$ cat config.mk
export PLATFORM = sky130hd
export DESIGN_NAME = fft_dma_reader
export DESIGN_NICKNAME = d
export VERILOG_FILES = /design/src/rtl/fft_dma_reader.sv
export SDC_FILE = /design/constraint.sdc
export NUM_CORES = 1
export LEC_CHECK = 0
export CELL_PAD_IN_SITES_DETAIL_PLACEMENT = 1
export CELL_PAD_IN_SITES_GLOBAL_PLACEMENT = 1
export CORE_ASPECT_RATIO = 2
export CORE_MARGIN = 8
export CORE_UTILIZATION = 40
export CTS_CLUSTER_DIAMETER = 120
export DETAILED_ROUTE_END_ITERATION = 8
export PLACE_DENSITY = 0.8
export SYNTH_ARGS = -nofsm -noshare
export SYNTH_HDL_FRONTEND = slang
export SYNTH_SLANG_ARGS = --single-unit
$ cat constraint.sdc
create_clock -name clk -period 2.3 [get_ports clk]
set_input_delay 0.46 -clock clk [delete_from_list [all_inputs] [get_ports clk]]
set_output_delay 0.46 -clock clk [all_outputs]
set_load 0.05 [all_outputs]
$ cat src/rtl/fft_dma_reader.sv
// Sequential DMA read engine for the FFT working RAM: walks every word (optionally
// bit-reversed) and presents it as a valid/ready stream through a 2-entry skid FIFO.
module fft_dma_reader #(
    parameter int FFT_N       = 10,
    parameter int FFT_DW      = 16,
    parameter int BIT_REVERSE = 1
) (
    input  logic                  clk,
    input  logic                  rst_n,
    input  logic                  start,
    input  logic                  abort,
    output logic                  busy,
    output logic                  done,
    output logic                  ract_dma,
    output logic [FFT_N-2:0]      ra_dma,
    input  logic [2*FFT_DW-1:0]   rdr_dma,
    output logic                  m_valid,
    input  logic                  m_ready,
    output logic [2*FFT_DW-1:0]   m_data,
    output logic [FFT_N-2:0]      m_index,
    output logic                  m_last
);

    localparam int AW = FFT_N - 1;
    localparam int DW = 2 * FFT_DW;
    localparam logic [AW-1:0] LAST_IDX = '1;

    typedef enum logic [1:0] {IDLE, RUN, DRAIN} state_t;

    state_t          state_q, state_d;
    logic [AW-1:0]   seq_q, seq_d;
    logic            inflight_q, inflight_d;
    logic [AW-1:0]   infl_idx_q, infl_idx_d;
    logic [DW-1:0]   mem_data_q [2];
    logic [DW-1:0]   mem_data_d [2];
    logic [AW-1:0]   mem_idx_q [2];
    logic [AW-1:0]   mem_idx_d [2];
    logic            rp_q, rp_d, wp_q, wp_d;
    logic [1:0]      count_q, count_d;
    logic            done_q, done_d;

    logic            pop, issue, abort_now;
    logic [1:0]      occ;

    function automatic logic [AW-1:0] f_addr(input logic [AW-1:0] s);
        logic [AW-1:0] r;
        r = s;
        if (BIT_REVERSE != 0) begin
            for (int unsigned i = 0; i < AW; i++) begin
                r[i] = s[AW-1-i];
            end
        end
        return r;
    endfunction

    // A read may issue into a full FIFO only when the head leaves in the same cycle.
    assign pop       = (count_q != 2'd0) && m_ready;
    assign occ       = count_q + {1'b0, inflight_q};
    assign issue     = (state_q == RUN) && ((occ < 2'd2) || ((occ == 2'd2) && pop));
    assign abort_now = abort && (state_q != IDLE);

    always_ff @(posedge clk or negedge rst_n) begin
        if (!rst_n) begin
            state_q      <= IDLE;
            seq_q        <= '0;
            inflight_q   <= 1'b0;
            infl_idx_q   <= '0;
            mem_data_q   <= '{default: '0};
            mem_idx_q    <= '{default: '0};
            rp_q         <= 1'b0;
            wp_q         <= 1'b0;
            count_q      <= '0;
            done_q       <= 1'b0;
        end else begin
            state_q      <= state_d;
            seq_q        <= seq_d;
            inflight_q   <= inflight_d;
            infl_idx_q   <= infl_idx_d;
            mem_data_q   <= mem_data_d;
            mem_idx_q    <= mem_idx_d;
            rp_q         <= rp_d;
            wp_q         <= wp_d;
            count_q      <= count_d;
            done_q       <= done_d;
        end
    end

    always_comb begin
        state_d    = state_q;
        seq_d      = seq_q;
        inflight_d = issue;
        infl_idx_d = issue ? seq_q : infl_idx_q;
        mem_data_d = mem_data_q;
        mem_idx_d  = mem_idx_q;
        rp_d       = rp_q;
        wp_d       = wp_q;
        count_d    = count_q + {1'b0, inflight_q} - {1'b0, pop};
        done_d     = 1'b0;

        case (state_q)
            IDLE: begin
                if (start) begin
                    state_d = RUN;
                    seq_d   = '0;
                end
            end
            RUN: begin
                if (issue) begin
                    seq_d = seq_q + 1'b1;
                    if (seq_q == LAST_IDX) state_d = DRAIN;
                end
            end
            DRAIN: begin
                if (pop && (mem_idx_q[rp_q] == LAST_IDX)) begin
                    state_d = IDLE;
                    done_d  = 1'b1;
                end
            end
            default: state_d = IDLE;
        endcase

        if (inflight_q) begin
            mem_data_d[wp_q] = rdr_dma;
            mem_idx_d[wp_q]  = infl_idx_q;
            wp_d             = ~wp_q;
        end
        if (pop) rp_d = ~rp_q;

        if (abort_now) begin
            state_d    = IDLE;
            inflight_d = 1'b0;
            rp_d       = 1'b0;
            wp_d       = 1'b0;
            count_d    = '0;
            done_d     = 1'b0;
        end
    end

    always_comb begin
        busy     = (state_q != IDLE);
        done     = done_q;
        ract_dma = issue;
        ra_dma   = (state_q == RUN) ? f_addr(seq_q) : '0;
        m_valid  = (count_q != 2'd0);
        m_data   = mem_data_q[rp_q];
        m_index  = mem_idx_q[rp_q];
        m_last   = m_valid && (mem_idx_q[rp_q] == LAST_IDX);
    end

endmodule

# Word-level counts from Yosys, hierarchy flattened
# Cells that the tools add are included.
[totals]
in_bits = 37
output_inout_bits = 55
wordCells = 81
reg_bits = 108
[classes]
add_sub_neg = 3
bitwise = 4
n_eq_ne = 11
reduce_logical = 16
muxes = 31
magnitude_cmp = 4
[ops]
columns = ["op", "count"]
rows = [
  ["$mux W32", 4],
  ["$bwmux W64", 1],
  ["$mux W9", 7],
  ["$demux W32 S1", 1],
  ["$bwmux W18", 1],
  ["$eq A9 B9 Y1 const B", 2],
  ["$pmux W9 S2", 1],
  ["$mux W2", 6],
  ["$reduce_bool A2 Y1", 5],
  ["$add A9 B1 Y9 const B", 1],
  ["$demux W9 S1", 1],
  ["$ne A3 B3 Y1 const B", 3],
  ["$mux W1", 8],
  ["$logic_and A1 B1 Y1", 7],
  ["$pmux W2 S3", 1],
  ["$eq A2 B2 Y1 const B", 2],
  ["$ge A2 B2 Y1 const B", 2],
  ["$ne A2 B2 Y1 const B", 2],
  ["$not A1 Y2", 2],
  ["$reduce_and A4 Y1", 1],
  ["$ne A3 B2 Y1 const B", 1],
  ["$reduce_and A3 Y1", 1],
  ["$add A2 B1 Y2", 1],
  ["$eq A2 B1 Y1 const B", 1],
  ["other kinds (6)", 7],
]

# Logic depth before layout (Yosys ltp)
[logic_depth]
ltp_word = 9
ltp_mapped = 7
depth_no_buf = 7

# Worst setup path before layout
# No wires, ideal clock.
[synth_timing]
path_kind = "reg-to-output"
start = "reg rp_q"
end = "out m_last"
path_buffers = 1
required_time_ns = 1.840
arrival_time_ns = 1.766
setup_slack_ns = 0.074
stages_incl_launch_ff = 5
path_cell_list = "dfrtp_1 > buf_2 > nand4b_1 > a221o_1 > nor2b_1"
[synth_between]
elab_chain_len = 6
[synth_lines]
columns = ["item", "line", "rtl"]
rows = [
  ["from (decl)", "38", "logic rp_q, rp_d, wp_q, wp_d;"],
  ["from (signal assigned)", "81", "rp_q <= rp_d;"],
  ["$not A1 Y2 (implied by the code)", "147", "m_last = m_valid && (mem_idx_q[rp_q] == LAST_IDX);"],
  ["$mux W9 (implied by the code) (3 in series)", "147", ""],
  ["$eq A9 B9 Y1", "147", ""],
  ["$logic_and A1 B1 Y1", "147", ""],
  ["to (decl)", "21", "output logic m_last"],
]
# Every way passes these cells. The select of a mux whose other input is x is not followed.

# Worst setup path after layout
# Ends and elaborated chain as after synthesis.

==> metrics.yaml <==
setup_path:
  cp.arrival_ns: 1.80
  critPathLaunchType: "register"
  r2r_setup_slack_ns: 0.22
  timing.rr.start: "inflight_q$_DFF_PN0_"
  rr_worst_depth: 7
  required_ns: 1.84
  reg2reg_to: "infl_idx_q[8]$_DFFE_PN0P_"
  critPathKind: "reg2out"
  cp_max_fo: 7
  endpoint_kind: "output port"
grt:
  grt_overflow: 0
  grt_max_degree: 42
  grt_pass1_vias: 3673
  grt_pass1_wl_microns: 19600
  antenna_found_initial: 0
  track_usage_pct: 15.6
clocking:
  cts_sinks: 108
  clockBufferDepth: 2
  clk-insertion-delay-late_ns: 0.34
  cts_htree_levels: 3
  cts_root_buf: "clkbuf_16"
  clk_pin_slew_worst_paths_ns: 0.07
  cts_tree: "yes"
  hold_buffers: 0
  cts_buffers: 9
logic_synthesis:
  ys_top_cells_by_area: "dfrtp_1 (55%), mux2_2 (28%), mux2_4 (1.5%)"
  synth.distinct_cells: 36
  synth_cells: 349
  synth_top_area_share_pct: 55.1
  synth_area_per_cell_sq_um: 14.0
  synth_fp_nets: 390
  yosys_register_bits: 108
  yosysSeqAreaShare_pct: 55.1
  syn_area_sq_um: 4900
  yosysTopAreaCell: "dfrtp_1"
  yosysWarnings: 0
drt:
  drt-total-wl_microns: 11900
  first_pass_iters: 4
  vias: 3149
  drc: 0
  drtIter0Drc: 58
  postRouteAntennaNets: 0
  vias_per_cell: 5.25
  wl_per_cell_microns: 19.8
floorplanning:
  fp-row-count: 57
  pin_count: 92
  die_h_microns: 173
  initial_core_util_pct: 40.7
  die_area_sq_um: 16300
  coreArea_sq_um: 12100
  die_w_microns: 94.3
timing:
  fin_crit_sh_pct: 98.1
  fin_skew_ns: 0.00916
  max-slew-margin-rel_pct: 63.6
  fmax_ghz: 0.443
  slew_violations: 0
  rsz0062_at_grt: "true"
  hold_viol: 0
  setup_tns_ns: 0
  period_needed_ns: 2.26
  tightest_slew_ns: 0.545
  setup_violations: 0
min_path:
  hp-class: "in2async"
placement:
  io_buffer_count: 91
  placed_cells: 580
  post-dp-hpwl_microns: 8710
  gp_congestion: 0.777
layout:
  drive_above_1_share_pct: 48.8
  diodes: 0
  nNetsFinal: 489
  n_fill_cell: 1222
  area_growth_pct: 30.5
  fin_cells: 600
status:
  outcome: "completed"
flow_run:
  drv_cap: 0
power_and_ir_drop:
  leakagePower_nw: 2.93
  powerDensity_nw_per_um2: 1460
  irDropWorstVdd_mv: 0.893
  p_total_w: 0.00937
## timing repair
item | CTS | global route
setup buffers | 4 | 0
endpoints found under the setup margin | 2 | 3
pin swaps | 1 | 2
gates resized for setup | 1 | 3
gates cloned | 0 | 0
## report_power, final
| part | internal (W) | leakage [nW] | switching (W) |
|---|---|---|---|
| logic | 0.00198 | 1.45 | 0.00282 |
| registers | 0.00262 | 1.34 | 0.000423 |
| clock network | 0.000845 | 0.139 | 0.000678 |
## cell usage in the layout (no fill, tap or decap), types with 2 or more instances in the layout
cell and n:
mux2_2 122, dfrtp_1 107, buf_4 53, clkdlybuf4s50_1 37, buf_12 16, nand2_1 12, and2_1 11, clkbuf_16 9
nand3_1 7, mux2i_1 7, nor2_1 6, mux2_4 5, and3_1 4, nand4_1 4, nand2b_1 4, mux2_1 4
ha_1 4, inv_1 3, xnor2_1 3, and2b_1 2, nor2b_2 2, nor2b_1 2, nor3b_1 2, o21ai_0 2
clkinv_2 2, clkinvlp_4 2
## worst max-delay path: stages (launching register included)
cell and delay, ns:
dfrtp_2 0.46, and3b_1 0.24, a31oi_2 0.06, a221o_1 0.36, nor2b_2 0.18, buf_12 0.15
## state kept, by name (all words and copies together), names as in the netlist
register / cells
mem_idx_q: 18
done: 1
state_q: 2
infl_idx_q: 9
seq_q: 9
rp_q: 1
count_q: 2
inflight_q: 1
mem_data_q: 64
wp_q: 1
## worst max path at each step
stage,slack (ns),depth (start not counted),end,start
3_3_place_gp,0.15,5,ract_dma,m_ready
4_1_cts,0.007,5,m_last,rp_q$_DFFE_PN0P_
2_1_floorplan,0.07,4,m_last,rp_q$_DFFE_PN0P_
6_report,0.04,5,m_last,rp_q$_DFFE_PN0P_
3_5_place_dp,0.15,6,infl_idx_q[8]$_DFFE_PN0P_,m_ready
5_1_grt,-0.03,5,ract_dma,inflight_q$_DFF_PN0_
## cell type report
type,instances,area (sq um),share of cell area (%)
flip-flops and latches,108,2700,42.3
multi-input cells,219,2100,32.9
repair buffers,107,1100,17.2
clock buffers,10,229,3.58
well taps,147,184,2.88
clock inverters,6,63.8,0.997
inverters,3,11.3,0.176
## through the flow
stage | utilization, % | worst slack, ns | cell area [sq um] | hold slack, ns
after detailed placement | 50.3 | 0.147 | 6060 | 0.480
after floorplan | - | 0.0741 | 4900 | 0.164
after global routing | 53.1 | -0.0291 | 6400 | 0.121
after CTS | 53.0 | 0.00665 | 6390 | 0.105
after global placement | 50.3 | 0.147 | 6060 | 0.464
final | 53.1 | 0.0444 | 6400 | 0.0903
## routing by layer
metal | global-route usage, % | vias up | part of all wire, %
met5 | 0 | - | 0
met4 | 6.60 | 0 | 2.7
met3 | 3.17 | 19 | 3.5
met2 | 28.3 | 65 | 57
met1 | 16.5 | 1637 | 36
li1 | - | 1428 | -
## Yosys cell counts
library cell and count:
o21ai_0 2, buf_2 14, clkbuf_1 3, dfrtp_1 108
and3b_1 1, ha_1 4, nand2_1 13, a211o_1 1
nand3_1 7, nand2b_1 4, or2_2 1, a21bo_2 1
a21o_1 1, inv_1 3, nor3b_1 2, and4_1 1
mux2_4 5, a32oi_1 1, and3_1 4, xor2_1 1
mux2i_1 7, nand4b_1 1, a31oi_1 1, nor2_1 6
nor2b_1 5, mux2_1 4, nand3b_1 1, and2b_1 2
and2_1 11, xnor2_1 3, a221o_1 1, a22oi_2 1
buf_6 2, and2_4 1, nand4_1 4, mux2_2 122
## kinds of logic after synthesis
| family | after synthesis | share of synthesized area [%] |
|---|---|---|
| mux | 138 | 31.9 |
| xor+xnor | 4 | 0.715 |
| fa+ha+maj | 4 | 1.02 |
| simple gates | 64 | 7.35 |
| buf+inv | 22 | 2.35 |
| flops | 108 | 55.1 |
| compound gates | 9 | 1.51 |
Power figures use the tool's default switching activity.
